===== config.mk =====
export PLATFORM = sky130hd
export DESIGN_NAME = loop_ctrl_fsm
export DESIGN_NICKNAME = d
export VERILOG_FILES = /design/src/rtl/loop_ctrl_fsm.sv
export SDC_FILE = /design/constraint.sdc
export NUM_CORES = 1
export LEC_CHECK = 0
export ABC_AREA = 1
export CORE_MARGIN = 10
export CORE_UTILIZATION = 50
export DETAILED_ROUTE_END_ITERATION = 8
export PLACE_DENSITY = 0.74
export RECOVER_POWER = 25
export SLEW_MARGIN = 20
export SYNTH_ARGS = -nofsm -noshare
export SYNTH_HDL_FRONTEND = slang
export SYNTH_SLANG_ARGS = --single-unit

===== constraint.sdc =====
create_clock -name clk -period 2.61 [get_ports clk]
set_input_delay 0.522 -clock clk [delete_from_list [all_inputs] [get_ports clk]]
set_output_delay 0.522 -clock clk [all_outputs]
set_load 0.01 [all_outputs]

===== src/rtl/loop_ctrl_fsm.sv =====
// Looper control sequencer: conditions raw buttons into press pulses and drives
// the looper's write/read/reverse levels while tracking the recorded loop length.
module loop_ctrl_fsm #(
    parameter int CNT_WIDTH = 16,
    parameter int MAX_LEN   = 65535
) (
    input  logic                 clk,
    input  logic                 reset,
    input  logic                 rec_btn,
    input  logic                 play_btn,
    input  logic                 clr_btn,
    input  logic                 rev_sw,
    input  logic                 sample_tick,
    output logic                 write,
    output logic                 read,
    output logic                 reverse,
    output logic [CNT_WIDTH-1:0] loop_len,
    output logic                 full,
    output logic [1:0]           state_o
);

    localparam logic [1:0] S_EMPTY  = 2'd0;
    localparam logic [1:0] S_RECORD = 2'd1;
    localparam logic [1:0] S_PLAY   = 2'd2;
    localparam logic [1:0] S_PAUSE  = 2'd3;

    localparam logic [CNT_WIDTH-1:0] LEN_MAX = CNT_WIDTH'(MAX_LEN);

    // Bit order of the conditioned inputs: {rev, clr, play, rec}
    logic [3:0] sync_meta;
    logic [3:0] sync_q;
    logic [3:0] sync_prev;
    logic [3:0] press;

    logic rec_p;
    logic play_p;
    logic clr_p;

    logic [1:0]           state;
    logic [1:0]           state_nxt;
    logic [CNT_WIDTH-1:0] len_nxt;
    logic [CNT_WIDTH-1:0] len_ticked;
    logic                 rev_nxt;

    assign press = sync_q & ~sync_prev;

    // Only the highest-priority press acts: clr > rec > play.
    assign clr_p  = press[2];
    assign rec_p  = press[0] & ~press[2];
    assign play_p = press[1] & ~press[2] & ~press[0];

    assign len_ticked = (sample_tick && loop_len != LEN_MAX)
                      ? loop_len + CNT_WIDTH'(1)
                      : loop_len;

    assign state_o = state;

    always_comb begin
        // NOTE: every signal gets a default first so no path leaves it unassigned (no latch).
        state_nxt = state;
        len_nxt   = loop_len;
        rev_nxt   = reverse;

        case (state)
            S_EMPTY: begin
                if (rec_p) begin
                    state_nxt = S_RECORD;
                    len_nxt   = '0;
                end
            end
            S_RECORD: begin
                // A coincident tick is counted before the exit decision.
                len_nxt = len_ticked;
                if (rec_p || play_p)
                    state_nxt = (len_ticked != '0) ? S_PLAY : S_EMPTY;
                else if (len_ticked == LEN_MAX)
                    state_nxt = S_PLAY;
            end
            S_PLAY: begin
                if (play_p) begin
                    state_nxt = S_PAUSE;
                end else if (rec_p) begin
                    state_nxt = S_RECORD;
                    len_nxt   = '0;
                end
            end
            default: begin
                if (play_p) begin
                    state_nxt = S_PLAY;
                end else if (rec_p) begin
                    state_nxt = S_RECORD;
                    len_nxt   = '0;
                end
            end
        endcase

        if (clr_p) begin
            state_nxt = S_EMPTY;
            len_nxt   = '0;
        end

        // Direction only changes on a sample boundary during playback.
        if (state_nxt == S_RECORD || state_nxt == S_EMPTY)
            rev_nxt = 1'b0;
        else if (state == S_PLAY && sample_tick)
            rev_nxt = sync_q[3];
    end

    always_ff @(posedge clk) begin
        if (!reset) begin
            sync_meta <= '0;
            sync_q    <= '0;
            sync_prev <= '0;
            state     <= S_EMPTY;
            loop_len  <= '0;
            full      <= 1'b0;
            write     <= 1'b0;
            read      <= 1'b0;
            reverse   <= 1'b0;
        end else begin
            // NOTE: non-blocking assignments keep the synchroniser a true shift register.
            sync_meta <= {rev_sw, clr_btn, play_btn, rec_btn};
            sync_q    <= sync_meta;
            sync_prev <= sync_q;
            state     <= state_nxt;
            loop_len  <= len_nxt;
            full      <= (len_nxt == LEN_MAX);
            write     <= (state_nxt == S_RECORD);
            read      <= (state_nxt == S_PLAY);
            reverse   <= rev_nxt;
        end
    end

endmodule


After elaboration in Yosys (flattened, before gate mapping)
Index checks and enable logic that the tools add are counted.
- register bits after elaboration: 33
- input bits: 7
- output and inout bits: 22
- word-level logic and storage cells: 46
- add/sub/neg operators: 1
- equal/unequal tests: 7
- multiplexer cells: 13
- bitwise operators: 8
- reductions and logical operators: 8
- operators with widths (cell ; number):
    2-to-1 mux 16 bit ; 4
    == test 16 bit (second input constant) ; 2
    case mux 16 bit (2 select lines) ; 1
    adder 16 x 1 -> 16 bit (second input constant) ; 1
    != test 16 bit (second input constant) ; 1
    nonzero test 16 bit ; 1
    2-to-1 mux 2 bit ; 7
    case mux 2 bit (3 select lines) ; 1
    == test 2 x 1 -> 1 bit (second input constant) ; 2
    == test 2 bit (second input constant) ; 2
    zero test 2 bit ; 2
    bitwise AND 1 bit ; 3
    bitwise AND 3 bit ; 1
    NOT 1 bit ; 3
    NOT 3 bit ; 1
    logical AND 1 bit ; 2
    logical OR 1 bit ; 2
    OR reduction 2 bit ; 1

Depth between registers and ports, before layout
Gate-level depths: netlist of run 1.
- depth after elaboration: 12
- mapped depth: 20
- depth with buffers taken out: 19

Worst setup path before layout of run 1
No wires, ideal clock.
- path type: reg2reg
- start: register loop_len[0]
- end: register write
- setup time: 0.113 ns
- data arrival time: 1.974 ns
- required time: 2.497 ns
- setup slack: 0.522 ns
- stages on the path, launching flop included: 20
- path buffers: 1
- clock period less this slack: 2.088 ns
- path through: dfxtp_1 ha_1 nand2_1 nor2_2 nand2_2 inv_2 nand2_2 buf_6 nand3b_1 nand2_1 nor2_1 nand2_1 nor2_1 nand2_1 nand2_1 nand3_2 nand2_2 nand2_1 inv_1 nor2_1
- cells in the longest elaborated chain, start to end: 9
- elaborated cells between the ends (all ways): 12
- classes of those cells: add/sub (1); eq/ne (3); mux (6); reduce/logical (2)
- RTL lines (element ; RTL line ; source):
    start, declared ; 17 ; output logic [CNT_WIDTH-1:0] loop_len,
    start signal, assigned ; 126 ; loop_len <= len_nxt;
    branches (longest 2 deep; another with adder 16 x 1 -> 16 bit) ; -- ;
    2-to-1 mux 16 bit (*) ; 53 ; ? loop_len + CNT_WIDTH'(1)
    == test 16 bit / nonzero test 16 bit (equally long branches) ; 76, 75 ;
    2-to-1 mux 2 bit (on tied branches) ; 76, 75 ;
    2-to-1 mux 2 bit (*) ; 74 ; if (rec_p || play_p)
    case mux 2 bit (3 select lines) (*) ; 64 ; case (state)
    2-to-1 mux 2 bit (*) ; 97 ; if (clr_p) begin
    == test 2 x 1 -> 1 bit (*) ; 128 ; write <= (state_nxt == S_RECORD);
    end signal, assigned ; 128 ;
    end, declared ; 14 ; output logic write,
Every way passes the cells marked *.
A chain may end at the register's enable or synchronous reset.

Final worst setup path of run 1
- start: register loop_len[4]
- end: register read
- cells in the longest elaborated chain, start to end: 9
- elaborated cells between the ends (all ways): 12
- classes of those cells: add/sub (1); eq/ne (3); mux (6); reduce/logical (2)
- RTL lines (element ; RTL line ; source):
    branches (longest 2 deep; another with adder 16 x 1 -> 16 bit) ; -- ;
    2-to-1 mux 16 bit (*) ; 53 ;
    == test 16 bit / nonzero test 16 bit (equally long branches) ; 76, 75 ;
    2-to-1 mux 2 bit (on tied branches) ; 76, 75 ;
    2-to-1 mux 2 bit (*) ; 74 ;
    case mux 2 bit (3 select lines) (*) ; 64 ;
    2-to-1 mux 2 bit (*) ; 97 ;
    == test 2 bit (*) ; 129 ; read <= (state_nxt == S_PLAY);
    end signal, assigned ; 129 ;
    end, declared ; 15 ; output logic read,
Marked as above.

==> results of run 1 <==
worst paths after layout:
check / start / to / slack (ns) / cells past startpoint
setup / recovery: loop_len[4] / read / 0.33 / 17
hold / removal: sync_meta[0] / sync_q[0] / 0.42 / 2
hold reg to reg: sync_meta[0] / sync_q[0] / 0.42 / 2
setup reg to reg: loop_len[4] / read / 0.33 / 17
registers in the layout, summed over array words and instances (netlist names):
signal,flops
full,1
state_o,2
sync_meta,4
loop_len,16
write,1
read,1
reverse,1
sync_prev,3
sync_q,4
worst max-delay path: stages (launching register included):
cell     delay, ns
dfxtp_1       0.45
nand2_1       0.16
nor2_2        0.18
nand2_2       0.09
inv_2         0.06
nand2_2       0.10
buf_4         0.19
nand3_1       0.07
nand2_1       0.10
nor2_1        0.12
nand2_1       0.09
nor2_1        0.11
nand2_1       0.07
nand2_1       0.07
nand3_2       0.07
nand2_2       0.09
nand3_2       0.09
nor2_1        0.11
cells in the final DEF, fill, tap and decap left out:
master	synthesis	layout
a21oi_1	1	1
a31oi_1	1	1
buf_4	1	16
clkbuf_8	0	7
clkdlybuf4s50_1	0	24
clkinv_1	1	1
clkinv_2	0	1
dfxtp_1	33	33
dlygate4sd3_1	0	3
dlymetal6s2s_1	0	1
ha_1	1	1
inv_1	66	66
inv_2	2	2
mux2_2	1	1
nand2_1	109	109
nand2_2	4	4
nand3_1	34	34
nand3_2	5	5
nand3b_1	3	3
nand4_1	6	6
nor2_1	59	58
nor2_2	4	5
nor2_4	2	2
nor3_1	4	4
nor4_2	0	1
o21ai_0	15	15
o21bai_1	1	1
o22ai_1	1	1
xnor2_1	1	1
xor2_1	1	1
per-stage QoR:
step           area (um2)  std cells   util
6_report             2650        458  0.657
5_1_grt              2650        458  0.657
4_1_cts              2640        458  0.654
3_5_place_dp         2530        450  0.629
3_3_place_gp         2530        450  0.629
2_1_floorplan        2110        363      -
where the power goes:
group          switching (mW)  internal (mW)  total [mW]
sequential            0.00542          0.514       0.519
combinational          0.0622         0.0365      0.0987
clock                   0.184          0.238       0.422
total                   0.251          0.789        1.04
area by class of cell:
class | count | area, um2 | share of cell area
Inverter | 69 | 259 | 0.0979
Timing Repair Buffer | 44 | 403 | 0.152
Tap cell | 50 | 62.6 | 0.0236
Sequential cell | 33 | 661 | 0.250
Clock buffer | 7 | 96.3 | 0.0364
Clock inverter | 1 | 5.00 | 0.00189
Multi-Input combinational cell | 254 | 1160 | 0.438
cells by family after synthesis:
kind of cell	Yosys count	share of synthesized area
AO/OA/AOI/OAI	19	0.0475
AND/OR/NAND/NOR	231	0.479
adder cells (fa/ha/maj)	1	0.00593
multiplexers	1	0.00534
flip-flops	33	0.313
XOR/XNOR	2	0.00831
buffers and inverters	76	0.141
routing by layer:
layer  vias to the layer above  global-route usage  share of wire
met5                         -                   0              0
met2                        95               0.279           0.46
met3                        15              0.0507          0.079
met1                      1053               0.191           0.43
li1                       1191                   -              -
met4                         0              0.0763          0.025
repair_timing:
item | in CTS | in global routing
hold buffers | 0 | 0
setup endpoints to repair | 0 | 3
setup buffers | 0 | 0
gates resized for setup | 0 | 3
==> flow_metrics.tcl, run 1 <==
set metrics [dict create \
    initial_core_util 0.524 \
    tightestPinTransition_ns 0.516 \
    grt_pass1_vias 2207 \
    firstDrtPassIters 5 \
    grt_max_degree 15 \
    ys_top_cells_by_area "dfxtp_1, nand2_1, inv_1" \
    layout.nets 415 \
    wirelength_um 5850 \
    ys_seq_elements 33 \
    vdd_ir_drop_max_mv 0.403 \
    clock_latency_ns 0.29 \
    num_antenna_cells 0 \
    synth_edf_count 0 \
    rsz0062_at_grt "no" \
    synth_top_area_cell "dfxtp_1" \
    ys_seq_area_frac 0.313 \
    htreeDepth 2 \
    syn_avg_cell_area_um2 5.81 \
    rows 23 \
    vias 2354 \
    gr-total-overflow 0 \
    min_period_ns 2.28 \
    synth_top_area_share 0.313 \
    hold_ws_ns 0.416 \
    io_pins 29 \
    yosysMostFrequentCell "nand2_1" \
    hold_violations 0 \
    netlist_area_um2 2110 \
    synth_nets 371 \
    fin_skew_ns 0.00627 \
    drt_iter0_drc 223 \
    synth_cell_types 28 \
    worstPathArrival_ns 2.50 \
    setup_viol 0 \
    fp.dieW_um 85.0 \
    outcome "complete, no violations" \
    areaGrowthSynthToFinish_pct 25.4 \
    p_leak_nw 1.21 \
    place_congestion 0.953 \
    post-route-drc-count 0 \
    max_clock_freq_ghz 0.438 \
    crit_type "flop to flop" \
    synthCells 363 \
    antenna_left 0 \
    crit_path_max_fanout 6 \
    synthFlopType "dfxtp_1" \
    antenna_found_initial 0 \
    via_per_inst 5.14 \
    cp_data_required_time_ns 2.83 \
    fillers 380 \
    setup_slack_ns 0.329 \
    cts_buffers 5 \
    cts_sinks 33 \
    ys_warn_count 0 \
    fp.dieH_um 85.0 \
    drv_slew 0 \
    cts.clk_slew.worst_paths_ns 0.07 \
    worstSetupEndpointType "flop" \
    synthArstFlopShare 0 \
    coreArea_um2 4030 \
    grt_util_all_layers 0.167 \
    wl_per_cell_um 12.8 \
    cap_violations 0 \
    post-dp-hpwl_um 4510 \
    ys_top_cells_by_count "nand2_1, inv_1, nor2_1" \
    tns_ns 0 \
    grt_pass1_wl_um 9970 \
    power_mw 1.04 \
    pre_cts_ws_ns 0.00223 \
    powerDensity_nw_per_um2 393 \
    port-buffer-count 28 \
    cts_buffer_depth 2 \
    slew_headroom 0.655 \
    drive_gt1_frac 0.108 \
    root_buffer "clkbuf_8" \
    die_area_um2 7220 \
    holdCritPathClass "flop to flop" \
    fin_crit_sh 0.874 \
    startpoint_type "flop" \
    cts_tree "done" \
]
No activity file was read; power rests on OpenSTA's default activity.
==> run 2, diff against run 1 <==
CORE_UTILIZATION = 55   (was 50)
PLACE_DENSITY = 0.8   (was 0.74)
==> run 2 against run 1 <==
Net effect:
- die area shrank 7.0%
- largest cell class unchanged
- core utilization grew 6.4 points
- largest power group unchanged
- combinational power grew 0.8%
- worst setup slack lost 0.025 ns
- register-to-register slack lost 0.03 ns
==> flow_metrics.tcl, run 2 (synthesized netlist as in run 1, its figures left out) <==
set metrics [dict create \
    final_cell_area_um2 2660 \
    clock_latency_ns 0.29 \
    min_from "sync_meta[0]" \
    cap_violations 0 \
    worstSetupEndpointType "flop" \
    wirelength_um 5870 \
    hold_ws_ns 0.417 \
    cts_tree "done" \
    reg2reg_slack_ns 0.30 \
    cp_slowest_cell "dfxtp_1" \
    mostFrequentLayoutCell "nand2_1" \
    min_delay_worst_endpoint "sync_q[0]" \
    vdd_ir_drop_max_mv 0.370 \
    wl_met2_um 2600 \
    crit_family "simple AND/OR/NAND/NOR gates" \
    wl_met1_um 2470 \
    layout_common_cells "nand2_1, inv_1, nor2_1, nand3_1, dfxtp_1" \
    die_area_um2 6710 \
    io_pins 29 \
    grt_util_all_layers 0.181 \
    firstDrtPassIters 5 \
    cp_data_required_time_ns 2.84 \
    setup.worst_path.start "loop_len[4]" \
    cts_setup_buffers 0 \
    p_leak_nw 1.21 \
    largest_register_ffs 16 \
    cp.buffers_inverters 3 \
    gr-total-overflow 0 \
    post-dp-hpwl_um 4660 \
    holdCritPathClass "flop to flop" \
    startpoint_type "flop" \
    cts.clk_slew.worst_paths_ns 0.08 \
    worstPathArrival_ns 2.53 \
    vias 2336 \
    grt_pass1_wl_um 9670 \
    crit_path_max_fanout 6 \
    path_cells "nand2_1 -> nor2_2 -> nand2_2 -> nor2_1 -> nor2_1 -> buf_4 -> nand2_1 -> nand2_1 -> o21ai_0 -> inv_1 -> nor4_1 -> buf_4 -> nand3_1 -> nor2_1" \
    outcome "complete, no violations" \
    layout.nets 417 \
    tns_ns 0 \
    wl_per_cell_um 12.8 \
    grt_pass1_vias 2182 \
    met3WireLength_um 602 \
    crit_type "flop to flop" \
    min_path_cells 2 \
    fin_skew_ns 0.00785 \
    cp_slowest_stage_delay_ns 0.46 \
    cts_sinks 33 \
    hold_violations 0 \
    initial_core_util 0.572 \
    rr_startpoint "loop_len[4]" \
    num_antenna_cells 0 \
    post-route-drc-count 0 \
    rows 22 \
    powerDensity_nw_per_um2 414 \
    cts_buffers 5 \
    cts_buffer_depth 2 \
    port-buffer-count 28 \
    setup_slack_ns 0.304 \
    place_congestion 0.986 \
    antenna_left 0 \
    drv_slew 0 \
    reg2reg_to "full" \
    reg2reg_depth 14 \
    routed.top_layer "met4" \
    grt_max_degree 15 \
    max_clock_freq_ghz 0.434 \
    areaGrowthSynthToFinish_pct 26.1 \
    rsz0062_at_grt "no" \
    top_register "loop_len" \
    fp.dieH_um 81.9 \
    top_regs "loop_len (16), sync_meta (4), sync_q (4)" \
    slew_headroom 0.646 \
    drt_iter0_drc 200 \
    tightestPinTransition_ns 0.530 \
    setup_viol 0 \
    drive_gt1_frac 0.105 \
    antenna_found_initial 0 \
    fp.dieW_um 81.9 \
    via_per_inst 5.10 \
    htreeDepth 2 \
    pre_cts_ws_ns 0.000864 \
    root_buffer "clkbuf_8" \
    fillers 328 \
    fin_crit_sh 0.884 \
    dpl_cell_area_um2 2550 \
    min_period_ns 2.31 \
    coreArea_um2 3690 \
]
run 2: changes by cell type in the layout (fill, tap and decap cells not counted), sizes merged:
cell,before,now
buf,16,17
bufinv,0,1
clkbuf,7,6
clkdlybuf4s50,24,25
clkinvlp,0,1
dlygate4sd3,3,2
run 2: worst max-delay path by stage:
stage	end	slack (ns)	cells past startpoint
2_1_floorplan	write	0.52	19
3_3_place_gp	write	0.07	18
3_5_place_dp	read	0.0009	17
4_1_cts	read	0.28	17
5_1_grt	read	0.003	17
6_report	full	0.30	14
run 2: metrics by stage:
stage               instances  total power [mW]  utilization
finish                    458              1.10        0.721
global route              458              1.15        0.721
CTS                       458              1.11        0.722
detailed placement        450             0.630        0.690
global placement          450             0.629        0.690
floorplan                 363             0.588            -
run 2: repair_timing:
| action | 4_1_cts | 5_1_grt |
|---|---|---|
| hold buffers | 0 | 0 |
| setup endpoints to repair | 0 | 5 |
| resized for setup | 0 | 1 |
run 2: layout make-up:
class                      instances  area (um2)  area share
multi-input combinational        254        1150       0.433
sequential                        33         661       0.248
timing repair buffer              46         414       0.156
inverter                          69         259      0.0974
clock buffer                       5        68.8      0.0259
tap                               48        60.1      0.0226
clock inverter                     3        46.3      0.0174
run 2: metal layers:
| layer | vias to the layer above | track usage |
|---|---|---|
| li1 | 1194 | - |
| met1 | 1012 | 0.210 |
| met2 | 109 | 0.295 |
| met3 | 21 | 0.0535 |
| met4 | 0 | 0.0969 |
| met5 | - | 0 |
run 2: tightest hold or removal path: stages (launching register included):
cell     delay (ns)
dfxtp_1        0.31
nand2_1        0.05
inv_1          0.04
run 2: where the power goes:
group	switching (mW)	internal (mW)	total (mW)
sequential	0.00533	0.514	0.519
clock	0.198	0.286	0.484
combinational	0.0622	0.0374	0.0995
total	0.266	0.837	1.10
==> run 3, diff against run 2 <==
CORE_UTILIZATION = 49   (was 55)
CTS_CLUSTER_DIAMETER = 30   (was not set)
PLACE_DENSITY = 0.75   (was 0.8)
SLEW_MARGIN = not set   (was 20)
clock period = 2 ns   (was 2.61 ns; I/O delays follow)
==> run 3 against run 2 <==
Net effect:
- the run now ends with setup timing left
- routed wire length increased by 38%
- sequential share of layout area decreased by 4.9 points
- maximum frequency decreased by 1.2%
- first-iteration DRC count increased to 3.2 times the previous value
- clock power increased by 2%
- count of clock-buffer cells in the layout increased by 1
- register-to-register slack got worse by 0.64 ns
- clock skew increased by 0.00062 ns
- largest power group unchanged
- highest routed layer unchanged
==> flow_metrics.tcl, run 3 (synthesized netlist as in run 1, its figures left out) <==
set metrics [dict create \
    htreeDepth 2 \
    antenna_left 0 \
    cts_buffer_depth 2 \
    port-buffer-count 28 \
    slew_headroom 0.604 \
    top_regs "loop_len (16), sync_meta (4), sync_q (4)" \
    grt_util_all_layers 0.201 \
    drive_gt1_frac 0.337 \
    met3WireLength_um 872 \
    firstDrtPassIters 7 \
    setup_viol 7 \
    wl_met1_um 2910 \
    io_pins 29 \
    wirelength_um 8120 \
    areaGrowthSynthToFinish_pct 58.9 \
    cts.hold.buffers_added 0 \
    cts.clk_slew.worst_paths_ns 0.07 \
    cts_sinks 33 \
    hold_violations 0 \
    mostFrequentLayoutCell "nand2_1" \
    num_antenna_cells 0 \
    worstSetupEndpointType "flop" \
    max_clock_freq_ghz 0.428 \
    vdd_ir_drop_max_mv 0.510 \
    layout.nets 476 \
    post-route-drc-count 0 \
    vias 2875 \
    grt_max_degree 16 \
    power_mw 1.35 \
    drt_iter0_drc 637 \
    pre_cts_ws_ns -0.511 \
    clock_latency_ns 0.29 \
    fp.dieW_um 85.6 \
    fillers 266 \
    die_area_um2 7330 \
    holdCritPathClass "flop to flop" \
    top_register "loop_len" \
    crit_type "flop to flop" \
    worstPathArrival_ns 2.57 \
    initial_core_util 0.516 \
    gr-total-overflow 0 \
    dpl_cell_area_um2 2950 \
    wl_met2_um 3800 \
    p_leak_nw 1.54 \
    setup_slack_ns -0.334 \
    via_per_inst 5.54 \
    min_period_ns 2.33 \
    powerDensity_nw_per_um2 404 \
    final_util 0.820 \
    multi_input_area_um2 1390 \
    failed_checks "setup timing" \
    place_congestion 0.933 \
    wl_per_cell_um 15.6 \
    antenna_found_initial 0 \
    coreArea_um2 4090 \
    routed.top_layer "met4" \
    cp_data_required_time_ns 2.23 \
    drv_slew 0 \
    post-dp-hpwl_um 5250 \
    cap_violations 0 \
    final_cell_area_um2 3350 \
    crit_path_max_fanout 7 \
    outcome "finished, violations left" \
    fin_crit_sh 1.17 \
    layout_common_cells "nand2_1, buf_4, inv_1, nor2_1, nand3_1" \
    rows 23 \
    fin_skew_ns 0.00846 \
    largest_register_ffs 16 \
    root_buffer "clkbuf_8" \
    ff_latch_area_um2 667 \
    tightestPinTransition_ns 0.593 \
    cts_tree "done" \
    fp.dieH_um 85.6 \
    cts_buffers 5 \
    grt_pass1_wl_um 12200 \
    rsz0062_at_grt "yes" \
    grt_pass1_vias 2753 \
    startpoint_type "flop" \
]
==> run 3: final timing paths <==
kind	start	endpoint	slack (ns)	cells past startpoint
max	loop_len[0]	reverse	-0.33	18
min	sync_meta[1]	sync_q[1]	0.42	2
max reg2reg	loop_len[0]	reverse	-0.33	18
min reg2reg	sync_meta[1]	sync_q[1]	0.42	2
==> run 3: metal layers <==
metal / up-vias / global-route usage
met5: - / 0
met4: 0 / 0.0913
met3: 73 / 0.0482
met2: 227 / 0.360
met1: 1258 / 0.217
li1: 1317 / -
==> run 3: cell type report <==
cell class / instances / share of cell area
Timing Repair Buffer: 105 / 0.267
Clock inverter: 2 / 0.00299
Inverter: 69 / 0.0773
Clock buffer: 6 / 0.0216
Sequential cell: 33 / 0.199
Tap cell: 50 / 0.0187
Multi-Input combinational cell: 254 / 0.413
==> run 3: power by group <==
| part | leakage [nW] | internal (mW) | switching [mW] |
|---|---|---|---|
| Sequential | 0.271 | 0.671 | 0.00691 |
| Clock | 0.0450 | 0.241 | 0.252 |
| Combinational | 1.23 | 0.0732 | 0.109 |
==> run 3: stage by stage <==
step	cells	hold WS, ns	setup TNS (ns)
2_1_floorplan	363	0.390	0
3_3_place_gp	502	0.393	-3.28
3_5_place_dp	502	0.409	-4.20
4_1_cts	513	0.424	-0.365
5_1_grt	519	0.436	-3.69
6_report	519	0.420	-1.69
==> run 3: what timing repair did <==
item,4_1_cts,5_1_grt
setup endpoints to repair,6,7
resized for setup,27,55
gates cloned,0,0
setup buffers,4,6
pin swaps,24,27
==> run 3: worst max-delay path, stage by stage, from the launching register on <==
cell and delay, ns:
dfxtp_2 0.36, buf_4 0.16, inv_1 0.09, nor2_4 0.16, buf_4 0.15, nand2_1 0.05, nor2_1 0.15, nand2_1 0.10
nand2_1 0.10, nand2_1 0.10, nor2_1 0.15, nand2_1 0.09, nor2_1 0.10, nand2_1 0.08, nand2_1 0.08, nand3_2 0.08
nand2_2 0.10, nand3_4 0.09, nor2_2 0.09
